===== src/rtl/uart_pkg.sv =====
//------------------------------------------------------------------------------
// uart_pkg : shared UART constants, FSM state encoding and clog2 helper
// Revision : 1.0
//------------------------------------------------------------------------------
`default_nettype none

package uart_pkg;

    localparam int PAR_NONE = 0;
    localparam int PAR_ODD  = 1;
    localparam int PAR_EVEN = 2;

    typedef enum logic [2:0] {
        ST_IDLE   = 3'd0,
        ST_START  = 3'd1,
        ST_DATA   = 3'd2,
        ST_PARITY = 3'd3,
        ST_STOP   = 3'd4
    } uart_state_e;

    function automatic int clog2(input int value);
        int r;
        r = 0;
        for (int i = 0; i < 31; i++) begin
            if ((1 << i) < value) begin
                r = i + 1;
            end
        end
        return r;
    endfunction

endpackage

`default_nettype wire


===== src/rtl/uart_transmitter_param_if.sv =====
//------------------------------------------------------------------------------
// uart_transmitter_param_if : host-side handshake and serial line bundle
// Revision : 1.0
//------------------------------------------------------------------------------
`default_nettype none

interface uart_transmitter_param_if #(
    parameter int DATA_BITS = 8
);
    logic                 start;
    logic [DATA_BITS-1:0] d;
    logic                 bit_out;
    logic                 busy;
    logic                 finish;

    modport master (
        output start,
        output d,
        input  bit_out,
        input  busy,
        input  finish
    );

    modport slave (
        input  start,
        input  d,
        output bit_out,
        output busy,
        output finish
    );
endinterface

`default_nettype wire


===== src/rtl/uart_baud_counter.sv =====
//------------------------------------------------------------------------------
// uart_baud_counter : free-running bit-period counter with synchronous clear
// Revision : 1.0
//------------------------------------------------------------------------------
`default_nettype none

module uart_baud_counter
    import uart_pkg::*;
#(
    parameter int CLKS_PER_BIT = 434
) (
    input  logic clk,
    input  logic rst_n,
    input  logic clear,
    output logic bit_done
);

    // One-cycle-per-bit still needs a 1-bit register to stay well formed
    localparam int              CW   = (clog2(CLKS_PER_BIT) < 1) ? 1 : clog2(CLKS_PER_BIT);
    localparam logic [CW-1:0]   LAST = CW'(CLKS_PER_BIT - 1);
    localparam logic [CW-1:0]   ONE  = CW'(1);

    logic [CW-1:0] cnt_q;
    logic [CW-1:0] cnt_d;

    always_comb begin
        bit_done = (cnt_q == LAST);
        cnt_d    = cnt_q + ONE;
        if (clear || bit_done) begin
            cnt_d = '0;
        end
    end

    always_ff @(posedge clk or negedge rst_n) begin
        if (!rst_n) begin
            cnt_q <= '0;
        end else begin
            cnt_q <= cnt_d;
        end
    end

endmodule

`default_nettype wire


===== src/rtl/uart_transmitter_param.sv =====
//------------------------------------------------------------------------------
// uart_transmitter_param : parametrised UART transmit framer with baud divider
// Revision : 1.0
//------------------------------------------------------------------------------
`default_nettype none

module uart_transmitter_param
    import uart_pkg::*;
#(
    parameter int DATA_BITS    = 8,
    parameter int PARITY       = 0,
    parameter int STOP_BITS    = 1,
    parameter int CLKS_PER_BIT = 434
) (
    input  logic                     clk,
    input  logic                     rst_n,
    uart_transmitter_param_if.slave  bus
);

    localparam int            IW        = clog2(DATA_BITS);
    localparam logic [IW-1:0] LAST_DATA = IW'(DATA_BITS - 1);
    localparam logic [IW-1:0] LAST_STOP = IW'(STOP_BITS - 1);
    localparam logic [IW-1:0] IDX_ONE   = IW'(1);

    generate
        if (DATA_BITS < 5 || DATA_BITS > 9) begin : g_bad_data_bits
            $error("uart_transmitter_param: DATA_BITS must be 5..9");
        end
        if (STOP_BITS < 1 || STOP_BITS > 2) begin : g_bad_stop_bits
            $error("uart_transmitter_param: STOP_BITS must be 1 or 2");
        end
        if (PARITY < 0 || PARITY > 2) begin : g_bad_parity
            $error("uart_transmitter_param: PARITY must be 0, 1 or 2");
        end
        if (CLKS_PER_BIT < 1) begin : g_bad_clks_per_bit
            $error("uart_transmitter_param: CLKS_PER_BIT must be >= 1");
        end
    endgenerate

    uart_state_e          state_q,   state_d;
    logic [DATA_BITS-1:0] shift_q,   shift_d;
    logic [IW-1:0]        idx_q,     idx_d;
    logic                 parity_q,  parity_d;
    logic                 bit_out_q, bit_out_d;
    logic                 busy_q,    busy_d;
    logic                 finish_q,  finish_d;
    logic                 baud_clear;
    logic                 bit_done;

    uart_baud_counter #(
        .CLKS_PER_BIT (CLKS_PER_BIT)
    ) u_baud (
        .clk      (clk),
        .rst_n    (rst_n),
        .clear    (baud_clear),
        .bit_done (bit_done)
    );

    // Outputs are computed for the next state so every line level comes from a flop
    always_comb begin
        state_d    = state_q;
        shift_d    = shift_q;
        idx_d      = idx_q;
        parity_d   = parity_q;
        bit_out_d  = bit_out_q;
        busy_d     = busy_q;
        finish_d   = 1'b0;
        baud_clear = 1'b0;

        case (state_q)
            ST_IDLE: begin
                bit_out_d = 1'b1;
                busy_d    = 1'b0;
                if (bus.start) begin
                    shift_d    = bus.d;
                    parity_d   = (PARITY == PAR_ODD) ? ~^bus.d : ^bus.d;
                    busy_d     = 1'b1;
                    bit_out_d  = 1'b0;
                    baud_clear = 1'b1;
                    state_d    = ST_START;
                end
            end

            ST_START: begin
                if (bit_done) begin
                    idx_d      = '0;
                    bit_out_d  = shift_q[0];
                    baud_clear = 1'b1;
                    state_d    = ST_DATA;
                end
            end

            ST_DATA: begin
                if (bit_done) begin
                    baud_clear = 1'b1;
                    if (idx_q == LAST_DATA) begin
                        idx_d = '0;
                        if (PARITY != PAR_NONE) begin
                            bit_out_d = parity_q;
                            state_d   = ST_PARITY;
                        end else begin
                            bit_out_d = 1'b1;
                            state_d   = ST_STOP;
                        end
                    end else begin
                        idx_d     = idx_q + IDX_ONE;
                        shift_d   = shift_q >> 1;
                        bit_out_d = shift_q[1];
                    end
                end
            end

            ST_PARITY: begin
                if (bit_done) begin
                    idx_d      = '0;
                    bit_out_d  = 1'b1;
                    baud_clear = 1'b1;
                    state_d    = ST_STOP;
                end
            end

            ST_STOP: begin
                bit_out_d = 1'b1;
                if (bit_done) begin
                    // Second stop bit reuses the wrapping baud counter
                    if (idx_q == LAST_STOP) begin
                        busy_d     = 1'b0;
                        finish_d   = 1'b1;
                        baud_clear = 1'b1;
                        state_d    = ST_IDLE;
                    end else begin
                        idx_d = idx_q + IDX_ONE;
                    end
                end
            end

            default: begin
                state_d   = ST_IDLE;
                bit_out_d = 1'b1;
                busy_d    = 1'b0;
            end
        endcase
    end

    always_ff @(posedge clk or negedge rst_n) begin
        if (!rst_n) begin
            state_q   <= ST_IDLE;
            shift_q   <= '0;
            idx_q     <= '0;
            parity_q  <= 1'b0;
            bit_out_q <= 1'b1;
            busy_q    <= 1'b0;
            finish_q  <= 1'b0;
        end else begin
            state_q   <= state_d;
            shift_q   <= shift_d;
            idx_q     <= idx_d;
            parity_q  <= parity_d;
            bit_out_q <= bit_out_d;
            busy_q    <= busy_d;
            finish_q  <= finish_d;
        end
    end

    assign bus.bit_out = bit_out_q;
    assign bus.busy    = busy_q;
    assign bus.finish  = finish_q;

endmodule

`default_nettype wire

===== src/flat_wrapper.sv =====
// flat-port wrapper written by rule: the top's interface ports become plain ports
module uart_transmitter_param_flat import uart_pkg::*;
#(
    parameter int DATA_BITS    = 8,
    parameter int PARITY       = 0,
    parameter int STOP_BITS    = 1,
    parameter int CLKS_PER_BIT = 434
)
  (clk, rst_n, bus_start, bus_d, bus_bit_out, bus_busy, bus_finish);
  uart_transmitter_param_if #(.DATA_BITS(DATA_BITS)) bus_i ();
  input  logic clk;
  input  logic rst_n;
  input wire logic [$bits(bus_i.start)-1:0] bus_start;
  input wire logic [$bits(bus_i.d)-1:0] bus_d;
  output wire logic [$bits(bus_i.bit_out)-1:0] bus_bit_out;
  output wire logic [$bits(bus_i.busy)-1:0] bus_busy;
  output wire logic [$bits(bus_i.finish)-1:0] bus_finish;
  assign bus_i.start = bus_start;
  assign bus_i.d = bus_d;
  assign bus_bit_out = bus_i.bit_out;
  assign bus_busy = bus_i.busy;
  assign bus_finish = bus_i.finish;
  uart_transmitter_param #(.DATA_BITS(DATA_BITS), .PARITY(PARITY), .STOP_BITS(STOP_BITS), .CLKS_PER_BIT(CLKS_PER_BIT)) u_core (.clk(clk), .rst_n(rst_n), .bus(bus_i));
endmodule

===== config.mk =====
export PLATFORM = sky130hd
export DESIGN_NAME = uart_transmitter_param_flat
export DESIGN_NICKNAME = d
export VERILOG_FILES = /design/src/rtl/uart_pkg.sv /design/src/rtl/uart_transmitter_param_if.sv /design/src/rtl/uart_baud_counter.sv /design/src/rtl/uart_transmitter_param.sv /design/src/flat_wrapper.sv
export SDC_FILE = /design/constraint.sdc
export NUM_CORES = 1
export LEC_CHECK = 0
export ABC_AREA = 1
export BUFFER_PORTS_ARGS = -buffer_cell sky130_fd_sc_hd__buf_4
export CORE_MARGIN = 1.5
export CORE_UTILIZATION = 55
export DETAILED_ROUTE_END_ITERATION = 8
export PLACE_DENSITY = 0.8
export REMOVE_ABC_BUFFERS = 1
export SLEW_MARGIN = 30
export SYNTH_ARGS = -nofsm -noshare
export SYNTH_HDL_FRONTEND = slang
export SYNTH_HIERARCHICAL = 1
export SYNTH_SLANG_ARGS = --single-unit

===== constraint.sdc =====
create_clock -name clk -period 2.7 [get_ports clk]
set_input_delay 0.27 -clock clk [delete_from_list [all_inputs] [get_ports clk]]
set_output_delay 0.27 -clock clk [all_outputs]
set_load 0.05 [all_outputs]

==> flow_summary_export.csv <==
group,metric,value,unit
run_status,outcome,"complete, no violations",
yosys,synth_largest_type_area_fraction,41.4,%
final_layout,areaGrowthSynthToFinish,12.0,%
grt,maximum_number_of_pins_on_one_net_before_global_route_repair,27,
yosys,yosysUniqueCellTypes,22,
detailed_routing,postRouteWirelength,2940,um
power,power.ir.vdd_worst,0.000817,V
clocking,reg_clk_slew_reported_paths,0.13,ns
timing,grt_setup_unrepaired,"false",
critical_path,cp-end-kind,"flop",
final_layout,sequential_cell_area,652,um^2
yosys,async_flop_share,100,%
yosys,main_combinational_cell_family_by_area_after_synthesis,"simple AND/OR/NAND/NOR gates",
timing,timing.slew.headroom,69.0,%
placed_design,hpwl,2200,um
floorplanning,fp.dieW,55.4,um
final_layout,design.final.nets,247,
yosys,yosysWarnings,6,
critical_path,critical_path.startpoint,"u_core/u_baud/cnt_q[0]",
detailed_routing,dr.pass1.iters,4,
clocking,postCtsSetupBuffers,0,
timing,holdWs,0.259,ns
timing,drv_slew,0,
yosys,ys_ff_latch,26,
yosys,synthCells,212,
yosys,synth.cells.most_frequent,"86 x sky130_fd_sc_hd__nand2_1, 25 x sky130_fd_sc_hd__dfrtp_1, 23 x sky130_fd_sc_hd__nand3_1, 23 x sky130_fd_sc_hd__nor2_1, 22 x sky130_fd_sc_hd__inv_1",
clocking,cts_tree,"done",
timing,hold_violations,0,
grt,first_pass_grt_wire_length,5330,um
yosys,synth-xor-area-share,1.74,%
power,post-layout-total-power,1.71,mW
hold_path,min_path_type,"input port to flop",
timing,setup_tns,0,ns
power,power_frac_clock,11.2,%
yosys,synth_area_in_compound_gates,2.40,%
yosys,synth_area_leaders,"sky130_fd_sc_hd__dfrtp_1 41%, sky130_fd_sc_hd__nand2_1 21%, sky130_fd_sc_hd__nand3_1 7.6%",
clocking,clock_tree.buffer_depth,2,
yosys,synth_top_area_cell,"sky130_fd_sc_hd__dfrtp_1",
job,max_cap_viol_count,0,
clocking,cts_hold_buffers,1,
final_layout,antenna_cells,0,
floorplanning,floorplan.die.height,55.4,um
clocking,tritoncts.num_buffers,3,
floorplanning,floorplan.initialDensity,59.4,%
clocking,cts_root_buffer,"sky130_fd_sc_hd__clkbuf_4",
yosys,synth_simple_gate_area_share,42.1,%
yosys,area_share_of_fa_ha_maj_cells_after_synthesis,4.14,%
detailed_routing,drt_iter0_drc,88,
clocking,clock-sinks,26,
power,p_switching,0.805,mW
placed_design,place.gp.congestion,0.832,
grt,grtUsageTotal,21.0,%
yosys,synth_enable_flop_cells,0,
detailed_routing,avgViaCountPerCell,5.20,
critical_path,cp-start-kind,"flop",
power,power.switching_fraction,47.1,%
detailed_routing,post_drt_wl_per_cell,11.3,um
hold_path,timing.hold.worst.start,"bus_d[0]",
grt,antenna_found_initial,0,
timing,setup_viol,0,
placed_design,post_placement_setup_slack,0.889,ns
power,static_leak,0.937,nW
floorplanning,design.die.area,3070,um^2
clocking,gates_resized_cts_repair,0,
yosys,yosys-mux-area-fraction,0,%
clocking,ctsHtreeMaxLevel,1,
yosys,synth_flop_cell,"sky130_fd_sc_hd__dfrtp_1",
timing,clock_skew,0.00394,ns
critical_path,critPathMaxFanout,8,
final_layout,drive_gt1_share,13.5,%
timing,final_critical_path_setup_slack,0.835,ns
yosys,netlist_area,1510,um^2
timing,worst_slew_pin_slew,0.463,ns
power,combPwrFrac,49.6,%
critical_path,timing.critical_path.arrival,2.08,ns
critical_path,critPathRequiredTime,2.91,ns
floorplanning,io_pins,14,
final_layout,fillCellCount,237,
grt,first_global_vias,1344,
power,cell_internal_pwr,0.903,mW
grt,global_route.overflow_total,0,
detailed_routing,ant_nets,0,
floorplanning,site_row_count,18,
yosys,yosysMostFrequentCell,"sky130_fd_sc_hd__nand2_1",
timing,period_minus_slack,1.86,ns
timing,post-route-period-util,69.1,%
critical_path,path_class,"flop to flop",
yosys,syn_area_per_cell,7.13,um^2
clocking,clkLatencyLatePin,0.31,ns
power,power-per-cell-area,1010,nW/um^2
yosys,synth_sequential_area_ratio,43.1,%
final_layout,area_taken_by_multi_input_logic_gates,762,um^2
critical_path,r2r-start,"u_core/u_baud/cnt_q[0]",
power,share_seq_of_total_power,39.2,%
detailed_routing,detail_route.drc_violations,0,
detailed_routing,num_vias,1353,
floorplanning,core_area,2540,um^2
timing,timing.fmax,0.536,GHz
placed_design,io_buffers,13,
[layout make-up]
cell class                 instances  share of cell area [%]
multi-input combinational        160                    45.0
sequential                        26                    38.5
timing repair buffer              14                    6.36
inverter                          26                    5.76
tap                               30                    2.22
clock buffer                       4                    2.14
[cells by family after synthesis]
logic type | Yosys count
buffers and inverters | 26
AO/OA/AOI/OAI | 6
flip-flops | 26
AND/OR/NAND/NOR | 146
adder cells (fa/ha/maj) | 5
XOR/XNOR | 3
[power groups by stage]
stage	Combinational, mW	Sequential [mW]	Clock, mW
2_1_floorplan	0.625	0.692	0
3_3_place_gp	0.822	0.666	0
3_5_place_dp	0.849	0.676	0
4_1_cts	0.854	0.667	0.206
5_1_grt	0.980	0.688	0.213
6_report	0.848	0.669	0.191
[final timing paths]
check | to | slack [ns] | cells after the start
worst max register to register | u_core/u_baud/cnt_q[4] | 0.84 | 12
worst max-delay path | u_core/u_baud/cnt_q[4] | 0.84 | 12
min in group asynchronous | u_core/shift_q[0] | 0.39 | 2
worst min register to register | u_core/shift_q[5] | 0.50 | 2
max in group asynchronous | u_core/bus.bit_out | 2.02 | 2
worst min-delay path | u_core/shift_q[0] | 0.26 | 5
[cell usage in the layout (no fill, tap or decap), types with 2 or more instances in the layout]
master	count
sky130_fd_sc_hd__xnor2_1	2
sky130_fd_sc_hd__nor3_1	2
sky130_fd_sc_hd__nor2_1	23
sky130_fd_sc_hd__nand4_1	3
sky130_fd_sc_hd__o21ai_0	3
sky130_fd_sc_hd__nand2_2	2
sky130_fd_sc_hd__nand2_1	86
sky130_fd_sc_hd__nor2_2	2
sky130_fd_sc_hd__inv_2	4
sky130_fd_sc_hd__nor2_4	2
sky130_fd_sc_hd__nand3_1	23
sky130_fd_sc_hd__ha_1	5
sky130_fd_sc_hd__dfrtp_1	25
sky130_fd_sc_hd__buf_4	13
sky130_fd_sc_hd__inv_1	22
sky130_fd_sc_hd__clkbuf_4	3
[state kept, by name, indices dropped and copies added (netlist names)]
name                 flops
u_core/bus.bit_out       1
u_core/state_q           3
u_core/shift_q           8
u_core/u_baud/cnt_q      9
u_core/bus.busy          1
u_core/bus.finish        1
u_core/idx_q             3
[stage by stage]
step           area, um^2  utilization (%)  instances
2_1_floorplan        1510                -        212
3_3_place_gp         1650             64.7        255
3_5_place_dp         1650             64.7        255
4_1_cts              1690             66.5        260
5_1_grt              1690             66.5        260
6_report             1690             66.5        260
[routing by layer]
| layer | wire, um | up-vias | global-route usage, % |
|---|---|---|---|
| met2 | 1470 | 28 | 37.8 |
| li1 | - | 698 | - |
| met3 | 130 | 4 | 3.04 |
| met5 | 0 | - | 0 |
| met4 | 29 | 0 | 6.62 |
| met1 | 1320 | 623 | 25.7 |
[critical path, stage by stage, from the launching register on]
cell and delay [ns]:
sky130_fd_sc_hd__dfrtp_1 0.47, sky130_fd_sc_hd__ha_1 0.17, sky130_fd_sc_hd__nand2_1 0.05, sky130_fd_sc_hd__nor2_1 0.11
sky130_fd_sc_hd__nand2_1 0.10, sky130_fd_sc_hd__inv_1 0.14, sky130_fd_sc_hd__inv_1 0.10, sky130_fd_sc_hd__nor2_1 0.15
sky130_fd_sc_hd__nand2_1 0.09, sky130_fd_sc_hd__nand3_1 0.07, sky130_fd_sc_hd__inv_1 0.07, sky130_fd_sc_hd__nand2_2 0.17
sky130_fd_sc_hd__nor2_1 0.07
Power figures use the tool's default switching activity.
